--- src/rtl/ssemi_cic_interpolator.sv ---
`default_nettype none
// ============================================================================
// ssemi_cic_interpolator : CIC interpolator (combs at input rate, zero-stuff,
//                          integrators at output rate) with valid/ready I/O.
// Revision: 1.0
// ============================================================================
module ssemi_cic_interpolator #(
   parameter int CIC_STAGES         = 3,
   parameter int INTERP_FACTOR      = 8,
   parameter int DIFFERENTIAL_DELAY = 1,
   parameter int INPUT_DATA_WIDTH   = 24,
   parameter int OUTPUT_DATA_WIDTH  = 16
) (
   input  logic                                i_clk,
   input  logic                                i_rst,
   input  logic                                i_enable,
   input  logic                                i_valid,
   output logic                                o_ready,
   input  logic [INPUT_DATA_WIDTH-1:0]         i_data,
   output logic [OUTPUT_DATA_WIDTH-1:0]        o_data,
   output logic                                o_valid,
   input  logic                                i_ready,
   output logic                                o_underflow,
   output logic                                o_busy,
   output logic [$clog2(INTERP_FACTOR)-1:0]    o_phase
);

   localparam int c_log2_r  = $clog2(INTERP_FACTOR);
   localparam int c_log2_rm = $clog2(INTERP_FACTOR * DIFFERENTIAL_DELAY);
   localparam int c_w       = INPUT_DATA_WIDTH + CIC_STAGES * c_log2_rm;
   localparam int c_shift   = CIC_STAGES * c_log2_rm - c_log2_r
                              + INPUT_DATA_WIDTH - OUTPUT_DATA_WIDTH;
   localparam logic [0:0] c_st_idle = 1'b0;
   localparam logic [0:0] c_st_run  = 1'b1;
   localparam logic [c_log2_r-1:0] c_phase_last = c_log2_r'(INTERP_FACTOR - 1);

   logic [0:0]                   state_q, state_d;
   logic                         buf_full_q, buf_full_d;
   logic [INPUT_DATA_WIDTH-1:0]  buf_data_q, buf_data_d;
   logic [c_log2_r-1:0]          phase_q, phase_d;
   logic [OUTPUT_DATA_WIDTH-1:0] data_q, data_d;
   logic signed [c_w-1:0]        dly_q   [CIC_STAGES][DIFFERENTIAL_DELAY];
   logic signed [c_w-1:0]        dly_d   [CIC_STAGES][DIFFERENTIAL_DELAY];
   logic signed [c_w-1:0]        integ_q [CIC_STAGES];
   logic signed [c_w-1:0]        integ_d [CIC_STAGES];
   logic signed [c_w-1:0]        w_comb  [CIC_STAGES+1];
   logic signed [c_w-1:0]        w_x;
   logic                         w_run, w_step, w_phase0, w_consume, w_accept;

   always_ff @(posedge i_clk or posedge i_rst) begin
      if (i_rst) state_q <= c_st_idle;
      else       state_q <= state_d;
   end

   always_comb begin
      state_d = state_q;
      case (state_q)
         c_st_idle: if (i_enable && buf_full_q) state_d = c_st_run;
         c_st_run:  if (!i_enable)              state_d = c_st_idle;
         default:   state_d = c_st_idle;
      endcase
   end

   // Ready is gated by reset so the port reads 0 the moment reset asserts.
   always_comb begin
      w_run       = (state_q == c_st_run);
      o_busy      = w_run;
      o_valid     = w_run && i_enable;
      w_step      = w_run && i_enable && i_ready;
      w_phase0    = (phase_q == '0);
      w_consume   = w_step && w_phase0;
      o_ready     = i_enable && !i_rst && (!buf_full_q || w_consume);
      o_underflow = w_consume && !buf_full_q;
      w_accept    = i_valid && o_ready;
   end

   // An empty buffer feeds zero through the combs, which still shift.
   always_comb begin
      w_comb[0] = buf_full_q ?
                  {{(c_w-INPUT_DATA_WIDTH){buf_data_q[INPUT_DATA_WIDTH-1]}}, buf_data_q} : '0;
      for (int k = 0; k < CIC_STAGES; k++)
         w_comb[k+1] = w_comb[k] - dly_q[k][DIFFERENTIAL_DELAY-1];
      w_x = w_phase0 ? w_comb[CIC_STAGES] : '0;
   end

   always_comb begin
      buf_full_d = buf_full_q;
      buf_data_d = buf_data_q;
      phase_d    = phase_q;
      data_d     = data_q;
      dly_d      = dly_q;
      integ_d    = integ_q;
      if (!i_enable) begin
         buf_full_d = 1'b0;
         buf_data_d = '0;
         phase_d    = '0;
         data_d     = '0;
         for (int k = 0; k < CIC_STAGES; k++) begin
            integ_d[k] = '0;
            for (int j = 0; j < DIFFERENTIAL_DELAY; j++) dly_d[k][j] = '0;
         end
      end else begin
         if (w_step) begin
            integ_d[0] = integ_q[0] + w_x;
            for (int k = 1; k < CIC_STAGES; k++)
               integ_d[k] = integ_q[k] + integ_q[k-1];
            data_d  = OUTPUT_DATA_WIDTH'(integ_d[CIC_STAGES-1] >>> c_shift);
            phase_d = (phase_q == c_phase_last) ? '0 : phase_q + c_log2_r'(1);
            if (w_phase0) begin
               for (int k = 0; k < CIC_STAGES; k++) begin
                  dly_d[k][0] = w_comb[k];
                  for (int j = 1; j < DIFFERENTIAL_DELAY; j++) dly_d[k][j] = dly_q[k][j-1];
               end
            end
         end
         if (w_accept) begin
            buf_full_d = 1'b1;
            buf_data_d = i_data;
         end else if (w_consume) begin
            buf_full_d = 1'b0;
         end
      end
   end

   always_ff @(posedge i_clk or posedge i_rst) begin
      if (i_rst) begin
         buf_full_q <= 1'b0;
         buf_data_q <= '0;
         phase_q    <= '0;
         data_q     <= '0;
         for (int k = 0; k < CIC_STAGES; k++) begin
            integ_q[k] <= '0;
            for (int j = 0; j < DIFFERENTIAL_DELAY; j++) dly_q[k][j] <= '0;
         end
      end else begin
         buf_full_q <= buf_full_d;
         buf_data_q <= buf_data_d;
         phase_q    <= phase_d;
         data_q     <= data_d;
         integ_q    <= integ_d;
         dly_q      <= dly_d;
      end
   end

   assign o_data  = data_q;
   assign o_phase = phase_q;

endmodule
`default_nettype wire
--- config.mk ---
export PLATFORM = sky130hd
export DESIGN_NAME = ssemi_cic_interpolator
export DESIGN_NICKNAME = d
export VERILOG_FILES = /design/src/rtl/ssemi_cic_interpolator.sv
export SDC_FILE = /design/constraint.sdc
export NUM_CORES = 1
export LEC_CHECK = 0
export ABC_AREA = 0
export ABC_CLOCK_PERIOD_IN_PS = 22500
export CORE_UTILIZATION = 34
export CTS_BUF_LIST = sky130_fd_sc_hd__clkbuf_4 sky130_fd_sc_hd__clkbuf_8 sky130_fd_sc_hd__clkbuf_16
export DETAILED_ROUTE_END_ITERATION = 12
export GPL_TIMING_DRIVEN = 0
export SKIP_LAST_GASP = 1
export SYNTH_ARGS = -nofsm -noshare
export SYNTH_HDL_FRONTEND = slang
export SYNTH_SLANG_ARGS = --single-unit
--- constraint.sdc ---
create_clock -name i_clk -period 22.5 [get_ports i_clk]
set_input_delay 3.375 -clock i_clk [delete_from_list [all_inputs] [get_ports i_clk]]
set_output_delay 3.375 -clock i_clk [all_outputs]
set_load 0.005 [all_outputs]
[Yosys cells after proc, flatten, opt, wreduce, memory -nomap -nowiden]
Index checks and enable logic that the tools add are counted.
Word-level totals
  register bits after elaboration: 243
  latch bits: 0
  memory bits (writable): 0
  ROM bits: 0
  bits of input ports: 29
  output and inout port bits: 23
  memories: 0
Cells by class
  add/sub/neg operators: 7
  multiply operators: 0
  divide/modulo/power cells: 0
  $lt $le $gt $ge: 0
  eq/ne operators: 5
  shift-type cells: 0
  multiplexer cells: 20
  bitwise gates (word level): 1
  reduce and logical (&&, ||, !) cells: 13
Operators by type and width (number)
  $mux 99: 5
  $add 33x33->33: 3
  $sub 33x33->33: 3
  $mux 33: 2
  $mux 24: 2
  $mux 16: 2
  $mux 3: 3
  $logic_and 1x1->1: 8
  $ne 2x1->1 const B: 3
  $mux 1: 5
  $add 3x1->3 const B: 1
  $eq 3x3->1 const B: 1
  $logic_not 3->1: 1
  $ne 3x1->1 const B: 1
  $logic_not 1->1: 2
  $pmux 1 s2: 1
  $reduce_and 2->1: 1
  $logic_or 1x1->1: 1
  $not 1->1: 1

[Longest topological paths before layout]
Gate-level depths: netlist (run 1).
  word-level depth: 8
  gate-level depth with buffers: 45
  gate-level depth less buffers: 43

[Least setup slack after synthesis (run 1)]
No wires, ideal clock.
  path kind: in2out
  from: input i_rst
  to: output o_ready
  arrival: 8058 ps
  setup slack: 11067 ps
  cell stages on the path: 3
  path buffers: 0
  cell sequence: inv_1 -> nand2_1 -> a21oi_1
On the way
  cells in the longest elaborated chain, start to end: 3
Ends and longest elaborated chain
  from (decl): line 15  | input logic i_rst,
  $logic_not 1->1 (no source line)
  $logic_and 1x1->1 (2 in a row): line 72  | o_ready = i_enable && !i_rst && (!buf_full_q || w_consume);
  to (decl): line 18  | output logic o_ready,
Every way passes these cells.

[Worst setup path in the final report (run 1)]
  from: input i_enable
  to: output o_valid
On the way
  cells in the longest elaborated chain, start to end: 1
Ends and longest elaborated chain
  from (decl): line 16  | input logic i_enable,
  $logic_and 1x1->1: line 68  | o_valid = w_run && i_enable;
  to (decl): line 21  | output logic o_valid,
Every way passes these cells.

==> metrics.md, run 1 <==
| Metric | Value |
|---|---|
| Most frequent cells in the layout | `nand2_1, dfrtp_1, ha_1` |
| Worst-margin pin slew | `0.964 ns` |
| Placed Cells | `2658` |
| IO Port Bufs | `51` |
| Total Wirelength | `43.1 mm` |
| Leak | `8.95 nW` |
| Via count | `14044` |
| Setup Buffers After CTS | `0` |
| Crit path max fanout | `10` |
| Final hold slack | `0.486 ns` |
| Required time of the critical path | `19.12 ns` |
| Status | `complete, no violations` |
| Worst Hold Depth | `2` |
| Main flop type after synthesis | `dfrtp_1` |
| Post-DR wirelength/cell | `15.9 um` |
| Top cell type's share of synthesized area | `30.9%` |
| Clk sink count | `203` |
| CP Launch Type | `input port` |
| Final setup fails | `0` |
| Sequential Area | `5080 um2` |
| Reg power frac | `21.6%` |
| Critical Path Start | `i_enable` |
| Tmin final | `9.71 ns` |
| Met3 wire len | `1.36 mm` |
| Yosys cell types | `68` |
| Number of routed nets with antenna violations | `0` |
| P_int | `1.06 mW` |
| Worst-path clk slew | `0.06 ns` |
| Share of cells above drive strength 1 | `3.93%` |
| Max VDD drop | `0.0626 mV` |
| Footprint of the multi-input gates | `10400 um2` |
| Critical path type | `in -> out` |
| Metal2 WL | `20.4 mm` |
| Number of gates resized after cts | `0` |
| FFs w/ async S/R, synth | `100%` |
| Pwr dens | `99.2 nW/um2` |
| Sequential area share after synthesis | `30.9%` |
| FF-to-FF Start | `buf_full_q$_DFFE_PP0P_` |
| Initial Util | `34.4%` |
| Final Max Tran Viols | `0` |
| Critical Path AT | `6.34 ns` |
| Top post-synthesis cells by area | `dfrtp_1, ha_1, nand2_1` |
| Commonest non-fill, non-tap cell in the layout | `nand2_1` |
| Clock Skew | `0.0266 ns` |
| Highest metal used | `met4` |
| GRT Residual Overflow | `0` |
| CTS max path bufs | `3` |
| Fmax | `103 MHz` |
| EDFF count, synth | `0` |
| Cts hold-fix bufs | `0` |
| Slew headroom | `35.6%` |
| Clk Latency, worst-skew pair | `0.56 ns` |
| GP Congestion | `0.922` |
| Hold Crit Start | `dly_q[62]$_DFFE_PP0P_` |
| Switching pwr | `0.783 mW` |
| Tcrit/Tclk final | `43.2%` |
| CTS tree | `built` |
| Synth-to-Final Area Change | `12.9%` |
| Pin count of the biggest net entering global routing | `124` |
| Post-Layout Cell Count | `2702` |
| Final-report hold violation count | `0` |
| Synth warn | `0` |
| Area leader, netlist | `dfrtp_1` |
| Die Ht | `222 um` |
| Avg Inst Size Synth | `8.25 um2` |
| TNS Setup | `0 ns` |
| Row count | `80` |
| Final nets | `2276` |
| Cts bufs inserted | `24` |
| Cell area after synthesis | `16400 um2` |
| Final Core Density | `38.9%` |
| Ant. Diodes | `0` |
| Total Routing Usage GR | `17.4%` |
| Fill cells | `4811` |
| Vias in the first global route | `13809` |
| Mapped Nets | `2198` |
| Power share of the clock group | `22.1%` |
| DRT Pass-1 Iters | `5` |
| First-pass GRT wire length | `70.3 mm` |
| Core area | `47700 um2` |
| Avg Vias per Cell | `5.20` |
| Met1 WL | `20.4 mm` |
| Hold Crit Endpoint | `dly_q[62]$_DFFE_PP0P_` |
| Io pins | `52` |
| Worst r2r dst | `integ_q[95]$_DFFE_PP0P_` |
| Comb power frac | `56.3%` |
| Post-route DRC | `0` |
| RSZ-0062 raised after global routing | `no` |
| R2r worst-path depth | `42` |
| Hold Path Class | `reg -> reg` |
| Post-DP HPWL | `33.3 mm` |
| CP endpoint kind | `primary output` |
| Synth Instances | `1991` |
| Flop2flop setup slack | `12.93 ns` |
| H-tree levels | `1` |
| Die width | `222 um` |
| Sw Ratio | `42.6%` |
| Initial antenna violation count | `1` |
| Clk root buf | `clkbuf_16` |
| Maxcap violations | `0` |
| Die area | `49200 um2` |
| Iter 0 DRT Violations | `662` |
| Yosys reg bits | `203` |
## metal layers
metal  track usage, %  vias up
met3             2.03       64
li1                 -     7120
met5                0        -
met2             30.4      231
met1             22.8     6629
met4             4.01        0
## per-stage QoR
step | power [mW] | worst slack (ns) | instance area (um2)
5_1_grt | 1.99 | 12.21 | 18600
6_report | 1.84 | 12.79 | 18600
4_1_cts | 1.84 | 12.78 | 18600
3_3_place_gp | 1.41 | 8.21 | 17700
2_1_floorplan | 1.22 | 11.07 | 16400
3_5_place_dp | 1.43 | 12.79 | 17700
## layout make-up
| type | count | share of cell area, % |
|---|---|---|
| buffer | 88 | 2.14 |
| clock buffer | 32 | 3.70 |
| clock inverter | 12 | 0.668 |
| inverter | 139 | 2.85 |
| multi-input combinational | 1561 | 56.2 |
| sequential | 203 | 27.4 |
| tap | 615 | 4.15 |
| timing repair buffer | 52 | 2.90 |
## power groups by stage
stage,combinational [mW],clock (mW),sequential [mW]
2_1_floorplan,0.826,0,0.398
3_3_place_gp,1.00,0,0.404
3_5_place_dp,1.02,0,0.405
4_1_cts,1.03,0.415,0.398
5_1_grt,1.16,0.428,0.400
6_report,1.04,0.406,0.398
## worst max path at each step
stage / depth (start not counted) / end / slack, ns
after global placement: 5 / o_ready / 8.21
after CTS: 6 / o_valid / 12.78
after global routing: 42 / integ_q[95]$_DFFE_PP0P_ / 12.21
final: 6 / o_valid / 12.79
after floorplan: 3 / o_ready / 11.07
after detailed placement: 6 / o_valid / 12.79
## state kept, by name, indices dropped and copies added (netlist names)
| register | count |
|---|---|
| integ_q | 75 |
| buf_data_q | 24 |
| o_data | 15 |
| dly_q | 84 |
| o_busy | 1 |
| o_phase | 3 |
| buf_full_q | 1 |
## Yosys cell counts, drive strengths merged, types with 3 or more instances
library cell / number
a2111o: 3
nand2: 278
xor2: 50
buf: 27
mux2i: 5
nand2b: 24
fa: 6
nor2: 86
o211a: 8
a211oi: 14
a211o: 3
dfrtp: 203
xnor2: 88
ha: 172
a32oi: 3
o21ai: 144
o22a: 3
o21a: 18
o2111ai: 3
nor3b: 7
a31oi: 17
and3: 21
nand3: 97
nand3b: 4
a41oi: 4
nand4: 13
o41ai: 3
inv: 139
and2: 90
o31ai: 11
and4: 5
a22o: 30
nor2b: 16
nor3: 16
o211ai: 9
or2: 7
or3: 7
a21boi: 29
a21o: 80
a31o: 3
o21bai: 25
a21oi: 137
clkbuf: 61
## worst max-delay path: stages
cell	delay [ns]
clkdlybuf4s50_1	0.56
clkbuf_1	0.48
clkbuf_1	0.49
clkbuf_1	0.68
and2_1	0.23
clkdlybuf4s50_1	0.50
## kinds of logic after synthesis
| logic type | count (synthesis) | synth area share [%] |
|---|---|---|
| adder cells (fa/ha/maj) | 178 | 13.8 |
| flip-flops | 203 | 30.9 |
| buffers and inverters | 227 | 5.60 |
| XOR/XNOR | 139 | 7.49 |
| AND/OR/NAND/NOR | 675 | 19.5 |
| AO/OA/AOI/OAI | 564 | 22.3 |
| multiplexers | 5 | 0.305 |
Note: power is estimated with default switching activity, not from simulation.
==> run 2: changes to the inputs <==
- ABC_CLOCK_PERIOD_IN_PS: 22500 -> 9500
- clock period: 22.5 -> 9.5 ns (I/O delays scaled with it)
==> metrics.md, run 2 (synthesis gave the netlist of run 1 again) <==
| Metric | Value |
|---|---|
| Initial antenna violation count | `1 (unchanged)` |
| Flop2flop setup slack | `0.57 ns (-12.36 ns)` |
| Required time of the critical path | `9.93 ns (-9.19 ns)` |
| Post-DP HPWL | `33.3 mm (unchanged)` |
| Synth-to-Final Area Change | `13.2%` |
| Reg with most FFs | `dly_q` |
| H-tree levels | `1 (unchanged)` |
| Footprint of the multi-input gates | `10400 um2 (+0.18%)` |
| Max FFs per register | `84 (unchanged)` |
| Placed Cells | `2658 (unchanged)` |
| Fill cells | `4804 (-0.15%)` |
| CP max-delay cell | `fa_1` |
| CTS max path bufs | `3 (unchanged)` |
| Biggest regs | `dly_q: 84 flops, integ_q: 75 flops, buf_data_q: 24 flops` |
| Critical Path AT | `9.36 ns (+3.02 ns)` |
| GP Congestion | `0.922 (unchanged)` |
| Pre-CTS setup slack | `0.0217 ns (-12.77 ns)` |
| Sequential Area | `5080 um2 (unchanged)` |
| Die width | `222 um (unchanged)` |
| Total Wirelength | `43.2 mm (+0.23%)` |
| Cts bufs inserted | `24 (unchanged)` |
| Final Instance Area | `18600 um2 (+0.20%)` |
| CP Launch Type | `flip-flop` |
| Initial Util | `34.4% (unchanged)` |
| Clk root buf | `clkbuf_16` |
| Area after DPL | `17700 um2 (unchanged)` |
| CP endpoint kind | `flip-flop` |
| Fmax | `112 MHz` |
| Clk sink count | `203 (unchanged)` |
| Post-Layout Cell Count | `2705 (+0.11%)` |
| Row count | `80 (unchanged)` |
| Final hold slack | `0.486 ns (-0.0000150 ns)` |
| Post-route DRC | `0 (unchanged)` |
| Worst-path clk slew | `0.07 ns (about the same)` |
| Final Max Tran Viols | `0 (unchanged)` |
| Iter 0 DRT Violations | `691 (+4.4%)` |
| Clk Latency, worst-skew pair | `0.56 ns (about the same)` |
| R2r worst-path depth | `42 (unchanged)` |
| Die Ht | `222 um (unchanged)` |
| Final nets | `2278 (+0.088%)` |
| IO Port Bufs | `51 (unchanged)` |
| Slew headroom | `37.3% (+1.7 points)` |
| Status | `complete, no violations` |
| Core area | `47700 um2 (unchanged)` |
| Die area | `49200 um2 (unchanged)` |
| Maxcap violations | `0 (unchanged)` |
| DRT Pass-1 Iters | `4 (-1)` |
| Io pins | `52 (unchanged)` |
| Leak | `8.97 nW (+0.23%)` |
| Via count | `14091 (+0.33%)` |
| Most used cell, CP | `a21oi_1` |
| Worst-margin pin slew | `0.938 ns (-0.0252 ns)` |
| Critical path type | `reg -> reg` |
| Commonest non-fill, non-tap cell in the layout | `nand2_1` |
| Avg Vias per Cell | `5.21 (+0.22%)` |
| First-pass GRT wire length | `70.3 mm (unchanged)` |
| Tmin final | `8.93 ns` |
| Post-DR wirelength/cell | `16.0 um (+0.12%)` |
| Clock Skew | `0.0293 ns (+0.00277 ns)` |
| Hold Path Class | `reg -> reg` |
| CTS tree | `built` |
| Total Routing Usage GR | `17.4% (unchanged)` |
| Final setup fails | `0 (unchanged)` |
| Tcrit/Tclk final | `94.0%` |
| Vias in the first global route | `13809 (unchanged)` |
| Cts hold-fix bufs | `0 (unchanged)` |
| GRT Residual Overflow | `0 (unchanged)` |
| Worst path max stage delay | `0.44 ns (-0.24 ns)` |
| Pwr dens | `235 nW/um2 (+140%)` |
| Max VDD drop | `0.149 mV (+140%)` |
| Fin worst setup slack | `0.573 ns (-12.22 ns)` |
| TNS Setup | `0 ns (unchanged)` |
| Worst Hold Depth | `2 (unchanged)` |
| Most frequent cells in the layout | `nand2_1, dfrtp_1, ha_1` |
| Number of routed nets with antenna violations | `0 (unchanged)` |
| Share of cells above drive strength 1 | `4.26% (+0.33 points)` |
| Crit path max fanout | `10 (unchanged)` |
| Pin count of the biggest net entering global routing | `124 (unchanged)` |
| Final-report hold violation count | `0 (unchanged)` |
[run 2: cell count changes in the layout (fill, tap and decap cells not counted), moves of 2 or more]
cell     previous run  this run
a21oi_1           137       135
a21oi_2             0         2
buf_4              17        19
o21ai_0           137       135
[run 2: cell type report]
| class | count | share of cell area [%] |
|---|---|---|
| well taps | 615 | 4.14 |
| multi-input cells | 1561 | 56.2 |
| clock inverters | 12 | 0.666 |
| repair buffers | 54 | 2.98 |
| inverters | 139 | 2.85 |
| plain buffers | 88 | 2.15 |
| diodes | 1 | 0.0135 |
| clock buffers | 32 | 3.69 |
| flip-flops and latches | 203 | 27.3 |
[run 2: timing repair]
| item | 4_1_cts | 5_1_grt |
|---|---|---|
| resized for setup | 1 | 7 |
| pin swaps | 0 | 2 |
| setup endpoints to repair | 1 | 3 |
| setup buffers | 0 | 2 |
| gates cloned | 0 | 0 |
[run 2: worst paths after layout]
| path | start | end |
|---|---|---|
| setup / recovery | buf_full_q$_DFFE_PP0P_ | integ_q[95]$_DFFE_PP0P_ |
| hold / removal | dly_q[62]$_DFFE_PP0P_ | dly_q[62]$_DFFE_PP0P_ |
| setup reg to reg | buf_full_q$_DFFE_PP0P_ | integ_q[95]$_DFFE_PP0P_ |
| hold reg to reg | dly_q[62]$_DFFE_PP0P_ | dly_q[62]$_DFFE_PP0P_ |
| max in group asynchronous | i_rst | o_data[9]$_DFFE_PP0P_ |
| min in group asynchronous | i_rst | buf_data_q[6]$_DFFE_PP0P_ |
[run 2: through the flow]
step                      utilization, %  total power [mW]
after global routing                38.9              4.72
after detailed placement            37.2              3.39
after global placement              37.1              3.34
after CTS                           38.9              4.37
after floorplan                        -              2.90
final                               38.9              4.37
[run 2: worst max-delay path: cells and delay by family, from the launching register on]
kind	cells	cell delay, ns
simple gates	8	1.37
xor+xnor	3	0.56
compound gates	23	4.35
fa+ha+maj	5	1.58
buf+inv	3	0.55
flops	1	0.38
[run 2: routing by layer]
| layer | global-route usage [%] | vias up | wire length (um) |
|---|---|---|---|
| met5 | 0 | - | 0 |
| met4 | 4.01 | 0 | 905 |
| met3 | 2.03 | 61 | 1420 |
| met2 | 30.4 | 251 | 20400 |
| met1 | 22.8 | 6654 | 20400 |
| li1 | - | 7125 | - |
[run 2: power breakdown]
part / switching [mW] / internal (mW) / total [mW]
Clock: 0.400 / 0.562 / 0.962
Combinational: 1.42 / 1.04 / 2.46
Sequential: 0.0389 / 0.905 / 0.944
